[src/rtl/if_stage.sv]
// Instruction fetch stage: PC, imem handshake, skid buffer and IF/ID register.
// Define IF_MISALIGN_TRAP_EN to trap on misaligned redirect targets.
module if_stage #(
    parameter logic [31:0] RESET_PC = 32'h0000_0000
) (
    input  logic        clk,
    input  logic        rst,
    output logic        imem_req,
    output logic [31:0] imem_addr,
    input  logic        imem_ready,
    input  logic [31:0] imem_rdata,
    input  logic        stall,
    input  logic        redirect,
    input  logic [31:0] redirect_pc,
`ifdef IF_MISALIGN_TRAP_EN
    output logic        fetch_misaligned,
`endif
    output logic        id_valid,
    output logic [31:0] id_inst,
    output logic [31:0] id_pc,
    output logic [31:0] id_pc_plus4,
    output logic [4:0]  id_opcode
);

    localparam logic [31:0] NOP = 32'h0000_0013;

`ifdef IF_MISALIGN_TRAP_EN
    typedef enum logic [1:0] {FETCH, HOLD, DRAIN, TRAP} state_e;
`else
    typedef enum logic [1:0] {FETCH, HOLD, DRAIN} state_e;
`endif

    state_e      state_q, state_d;
    logic [31:0] pc_q, pc_d;
    logic [31:0] tgt_q, tgt_d;
    logic [31:0] skid_inst_q, skid_inst_d;
    logic [31:0] skid_pc_q, skid_pc_d;
    logic        id_valid_q, id_valid_d;
    logic [31:0] id_inst_q, id_inst_d;
    logic [31:0] id_pc_q, id_pc_d;

    logic [31:0] new_pc;
    state_e      redir_st;
    state_e      drain_st;

`ifdef IF_MISALIGN_TRAP_EN
    assign new_pc   = redirect_pc;
    assign redir_st = (|redirect_pc[1:0]) ? TRAP : FETCH;
    assign drain_st = (redirect ? |redirect_pc[1:0] : |tgt_q[1:0])
                    ? TRAP : FETCH;
    assign fetch_misaligned = (state_q == TRAP);
`else
    assign new_pc   = redirect_pc & 32'hFFFF_FFFC;
    assign redir_st = FETCH;
    assign drain_st = FETCH;
`endif

    always_comb begin
        state_d     = state_q;
        pc_d        = pc_q;
        tgt_d       = tgt_q;
        skid_inst_d = skid_inst_q;
        skid_pc_d   = skid_pc_q;
        id_valid_d  = id_valid_q & stall;
        id_inst_d   = id_inst_q;
        id_pc_d     = id_pc_q;
        case (state_q)
            FETCH: begin
                if (redirect) begin
                    id_valid_d = 1'b0;
                    if (imem_ready) begin
                        pc_d    = new_pc;
                        state_d = redir_st;
                    end else begin
                        tgt_d   = new_pc;
                        state_d = DRAIN;
                    end
                end else if (imem_ready) begin
                    pc_d = pc_q + 32'd4;
                    if (id_valid_q && stall) begin
                        skid_inst_d = imem_rdata;
                        skid_pc_d   = pc_q;
                        state_d     = HOLD;
                    end else begin
                        id_inst_d  = imem_rdata;
                        id_pc_d    = pc_q;
                        id_valid_d = 1'b1;
                    end
                end
            end
            HOLD: begin
                if (redirect) begin
                    id_valid_d = 1'b0;
                    pc_d       = new_pc;
                    state_d    = redir_st;
                end else if (!stall) begin
                    id_inst_d  = skid_inst_q;
                    id_pc_d    = skid_pc_q;
                    id_valid_d = 1'b1;
                    state_d    = FETCH;
                end
            end
            DRAIN: begin
                // Old request still owns the bus; its word is thrown away.
                id_valid_d = 1'b0;
                if (redirect) tgt_d = new_pc;
                if (imem_ready) begin
                    pc_d    = redirect ? new_pc : tgt_q;
                    state_d = drain_st;
                end
            end
`ifdef IF_MISALIGN_TRAP_EN
            TRAP: begin
                id_valid_d = 1'b0;
                if (redirect && !(|redirect_pc[1:0])) begin
                    pc_d    = new_pc;
                    state_d = FETCH;
                end
            end
`endif
            default: state_d = FETCH;
        endcase
    end

    always_ff @(posedge clk or posedge rst) begin
        if (rst) begin
            state_q     <= FETCH;
            pc_q        <= RESET_PC;
            tgt_q       <= RESET_PC;
            skid_inst_q <= NOP;
            skid_pc_q   <= 32'h0;
            id_valid_q  <= 1'b0;
            id_inst_q   <= NOP;
            id_pc_q     <= 32'h0;
        end else begin
            state_q     <= state_d;
            pc_q        <= pc_d;
            tgt_q       <= tgt_d;
            skid_inst_q <= skid_inst_d;
            skid_pc_q   <= skid_pc_d;
            id_valid_q  <= id_valid_d;
            id_inst_q   <= id_inst_d;
            id_pc_q     <= id_pc_d;
        end
    end

    assign imem_req    = !rst && (state_q == FETCH || state_q == DRAIN);
    assign imem_addr   = pc_q;
    assign id_valid    = id_valid_q;
    assign id_inst     = id_inst_q;
    assign id_pc       = id_pc_q;
    assign id_pc_plus4 = id_pc_q + 32'd4;
    assign id_opcode   = id_inst_q[6:2];

endmodule

[config.mk]
export PLATFORM = sky130hd
export DESIGN_NAME = if_stage
export DESIGN_NICKNAME = d
export VERILOG_FILES = /design/src/rtl/if_stage.sv
export SDC_FILE = /design/constraint.sdc
export NUM_CORES = 1
export LEC_CHECK = 0
export ABC_CLOCK_PERIOD_IN_PS = 8560
export BUFFER_PORTS_ARGS = -buffer_cell sky130_fd_sc_hd__buf_4
export CORE_MARGIN = 2
export CORE_UTILIZATION = 44
export DETAILED_ROUTE_END_ITERATION = 7
export GPL_TIMING_DRIVEN = 0
export PLACE_DENSITY = 0.68
export SLEW_MARGIN = 20
export SYNTH_ARGS = -nofsm -noshare
export SYNTH_HDL_FRONTEND = slang
export SYNTH_SLANG_ARGS = --single-unit
[constraint.sdc]
create_clock -name clk -period 8.56 [get_ports clk]
set_input_delay 0.428 -clock clk [delete_from_list [all_inputs] [get_ports clk]]
set_output_delay 0.428 -clock clk [all_outputs]
set_load 0.01 [all_outputs]
Word level (Yosys, flattened, before mapping):

Index checks and enable logic that the tools add are counted.

* add/subtract/negate cells: 2
* $mul: 0
* divide/modulo/power cells: 0
* order comparisons: 0
* equality and inequality tests: 14
* shift operators: 0
* mux-type cells: 36
* bitwise logic cells: 2
* reductions and logical operators: 13

Operators by type and width (count)
* $mux 32: 18
* $pmux 32 s2: 3
* $pmux 32 s3: 1
* $add 32x3->32 const B: 2
* $ne 2x2->1 const B: 9
* $mux 2: 7
* $reduce_and 4->1: 3
* $ne 3x3->1 const B: 3
* $pmux 2 s3: 1
* $reduce_and 6->1: 1
* $mux 1: 5
* $reduce_bool 2->1: 2
* $pmux 1 s3: 1
* $reduce_and 3->1: 1
* $reduce_bool 3->1: 1
* $eq 2x1->1 const B: 1
* $eq 2x2->1 const B: 1
* $logic_and 1x1->1: 2
* $logic_not 2->1: 1
* $and 1x1->1: 1
* $logic_not 1->1: 1
* $logic_or 1x1->1: 1
* $not 1->1: 1

* flip-flop bits (word level): 195
* latch bits: 0
* memory bits (writable): 0
* bits in read-only memories: 0
* bits of input ports: 69
* output and inout bits: 135
* word-level logic and storage cells: 75
* memories kept: 0

Longest topological paths before layout:

* word-level depth: 5
* gate-level depth with buffers: 10
* mapped depth without buffers: 7

Least setup slack after synthesis:

No wires, ideal clock.

* kind: register -> register
* from: register pc_q[2] (netlist: imem_addr[2])
* to: register pc_q[24] (netlist: imem_addr[24])
* setup time: 0.131 ns
* arrival time: 2.096 ns
* data required time: 8.429 ns
* slack: 6.333 ns
* stages on the path, launching flop included: 9
* path buffers: 2
* clock period less this slack: 2.227 ns
* path through: dfrtp_1 > ha_1 > and4_1 > buf_6 > nand2_4 > or3_1 > buf_6 > o211a_1 > or3_1

* longest elaborated chain between the ends: 4

Ends and longest elaborated chain
* from (decl): RTL line 34 `logic [31:0] pc_q, pc_d;`
* from (signal assigned): RTL line 137 `pc_q <= pc_d;`
* $add 32x3->32: RTL line 79 `pc_d = pc_q + 32'd4;`
* $mux 32: RTL line 78 `end else if (imem_ready) begin`
* $mux 32: RTL line 69 `if (redirect) begin`
* $pmux 32 s3: RTL line 67 `case (state_q)`

No other way between the ends. The select of a mux whose other input is x is not followed.
A chain may end at the register's enable or synchronous reset.

Worst setup path in the final report:

* from: register id_pc_q[2] (netlist: id_pc[2])
* to: output id_pc_plus4[18]

* longest elaborated chain between the ends: 1

Ends and longest elaborated chain
* from (decl): RTL line 40 `logic [31:0] id_pc_q, id_pc_d;`
* from (signal assigned): RTL line 143 `id_pc_q <= id_pc_d;`
* $add 32x3->32: RTL line 152 `assign id_pc_plus4 = id_pc_q + 32'd4;`
* to (decl): RTL line 21 `output logic [31:0] id_pc_plus4,`

No other way between the ends.

==> impl_metrics.csv <==
group,metric,value,unit
outcome,status,"finished clean",
synthesis,mappedNetlistArea,10200,um2
setup_path,worst_ep_arrival_time,2.50,ns
global_route,first_global_vias,8083,
power,cellLeakagePower,5.43,nW
cts,cts_max_level,4,
finish,final_util,55.9,%
cts,cts_buffers,17,
setup_path,cp_top_family,"simple AND/OR/NAND/NOR gates",
drt,vias,8485,
drt,wl,28600,um
drt,drc,0,
sta,hold_ws,0.0684,ns
place,placement.io_buffers,200,
power,power,5.02,mW
power,powerDensity,395,nW/um2
synthesis,ys_types,66,
die,placementRows,55,
place,post-place-ws,5.66,ns
sta,fmax,342,MHz
synthesis,avgSynthCellArea,10.5,um2
finish,fillCellCount,2022,
sta,final.setup_skew,0.0210,ns
synthesis,yosysWarningCount,0,
synthesis,ys_seq_area_share,47.9,%
synthesis,async_flop_share,100,%
finish,layout.nets,1270,
drt,drtIter0Drc,666,
place,gp_routability_congestion,0.892,
setup_path,crit_path_start_kind,"register",
finish,stdcell_count,1493,
die,die_h,156,um
sta,drv_slew,0,
cts,clkTransAtPathRegs,0.08,ns
synthesis,ys.flop_type,"dfrtp_1",
finish,area_growth,24.2,%
cts,cts_tree,"built",
setup_path,critPathMostFrequentCell,"nor2_1",
hold_path,hold_class,"in2async",
cts,cts-root-buf,"clkbuf_16",
global_route,globalRouteTotalUtil,23.5,%
global_route,grt_antenna_before_repair,0,
sta,finalCritPeriodShare,34.2,%
synthesis,syn-num-nets,1050,
synthesis,synth_edf_count,0,
finish,drive_gt1_share,32.0,%
drt,ant_nets,0,
finish,multi_input_area,4850,um2
power,peakVddDrop,0.000173,V
setup_path,crit_fanout,9,
global_route,grt_overflow_total,0,
place,place_area,12100,um2
place,dp_hpwl,20800,um
run,cap_violations,0,
cts,postCtsHoldBufs,0,
cts,cts-resized-gates,0,
sta,timing.final.ws_setup,5.64,ns
cts,clkSinkCount,195,
setup_path,path_cells,"ha_1, nand3_1, nor2_1, nand2_1, nor2_1, xor2_1, buf_4",
die,fp.dieArea,24400,um2
die,core_area,22700,um2
global_route,grt_pass1_wl,44300,um
die,ios,204,
sta,rsz0062_at_grt,"false",
finish,fin_area,12700,um2
sta,hold_violations,0,
setup_path,required,8.13,ns
place,dp.cells,1461,
finish,layout_common_cells,"208 x buf_4, 189 x dfrtp_1, 112 x a21oi_1, 110 x mux2_2, 93 x nor2_1",
setup_path,slowest_delay,0.58,ns
finish,register_area,4890,um2
synthesis,ys_ff_latch,195,
sta,slew_headroom,31.8,%
die,start_util,45.0,%
cts,ctsLongestPathBuffers,2,
drt,wl_per_cell,19.1,um
sta,setup_viol,0,
finish,layout_commonest_cell,"buf_4",
cts,clk_latency,0.45,ns
setup_path,cp_num_buf_inv,1,
die,die_w,156,um
sta,finalSetupTns,0,ns
sta,period_needed,2.92,ns
drt,firstDrtPassIters,5,
finish,diodes,0,
synthesis,netlist_instances,975,
sta,tightestPinTransition,1.02,ns
setup_path,path_class,"reg2out",
drt,vias_per_cell,5.68,
setup_path,cpMaxStageDelayCell,"nor2_1",
global_route,grt_max_degree,103,
setup_path,crit_path_end_kind,"output port",
cts,cts_setup_buffers,0,
==> power breakdown <==
group	switching, mW	internal, mW	total [mW]
Combinational	1.24	1.17	2.42
Sequential	0.433	1.38	1.81
Clock	0.396	0.395	0.791
Total	2.07	2.94	5.02
==> metal layers <==
layer	wire [um]	GRT usage, %	up-vias
met4	770	9.22	0
met3	1640	3.24	56
met1	13000	32.9	4120
met2	13200	37.1	338
met5	0	0	-
li1	-	-	3971
==> cell usage after synthesis (all sizes together) (4+ instances only) <==
cell type | count | area (um2)
inv | 19 | 71.3
and2 | 7 | 45.1
a22oi | 9 | 67.6
buf | 30 | 180
o31a | 4 | 36.3
a211oi | 8 | 60.1
a221oi | 16 | 140
dfrtp | 189 | 4730
ha | 6 | 75.1
a21oi | 112 | 561
clkbuf | 46 | 203
a22o | 5 | 43.8
nor3 | 10 | 55.1
o211ai | 4 | 35.0
xnor2 | 23 | 201
o31ai | 10 | 75.1
dfstp | 6 | 158
o21a | 4 | 30.0
xor2 | 8 | 70.1
mux2i | 64 | 641
nand4 | 20 | 125
mux2 | 110 | 1240
o21ai | 24 | 120
or3 | 5 | 31.3
nor4 | 4 | 40.0
nand3 | 24 | 120
o32ai | 5 | 43.8
nand2 | 53 | 206
nor2 | 93 | 349
a31oi | 5 | 31.3
and3 | 9 | 56.3
and4 | 5 | 47.6
==> layout make-up <==
cell class              instances  area share (%)
plain buffers                  77            3.17
multi-input cells             684            38.2
flip-flops and latches        195            38.5
inverters                      19           0.621
repair buffers                201            12.1
clock inverters                14            1.11
well taps                     285            2.81
clock buffers                  18            3.46
==> cells by family after synthesis <==
logic type | after synthesis | synth area share [%]
mux | 174 | 18.4
buf+inv | 96 | 4.63
flops | 195 | 47.9
compound gates | 233 | 14.5
simple gates | 240 | 11.2
xor+xnor | 31 | 2.66
fa+ha+maj | 6 | 0.735
==> final timing paths <==
check / startpoint / end / slack (ns) / cells past startpoint
max: id_pc[2] / id_pc_plus4[18] / 5.64 / 7
min: rst / state_q[1] / 0.07 / 2
max reg2reg: state_q[0] / skid_inst_q[31] / 5.65 / 7
min reg2reg: tgt_q[28] / tgt_q[28] / 0.49 / 2
max in group asynchronous: rst / tgt_q[16] / 7.55 / 3
min in group clk: imem_rdata[13] / skid_inst_q[13] / 0.21 / 2
==> flip-flops by register name, summed over array words and instances (netlist names) <==
name	cells
id_pc	32
tgt_q	32
state_q	2
id_inst	32
skid_pc_q	32
skid_inst_q	32
id_valid	1
imem_addr	32
No activity file was read; power rests on OpenSTA's default activity.
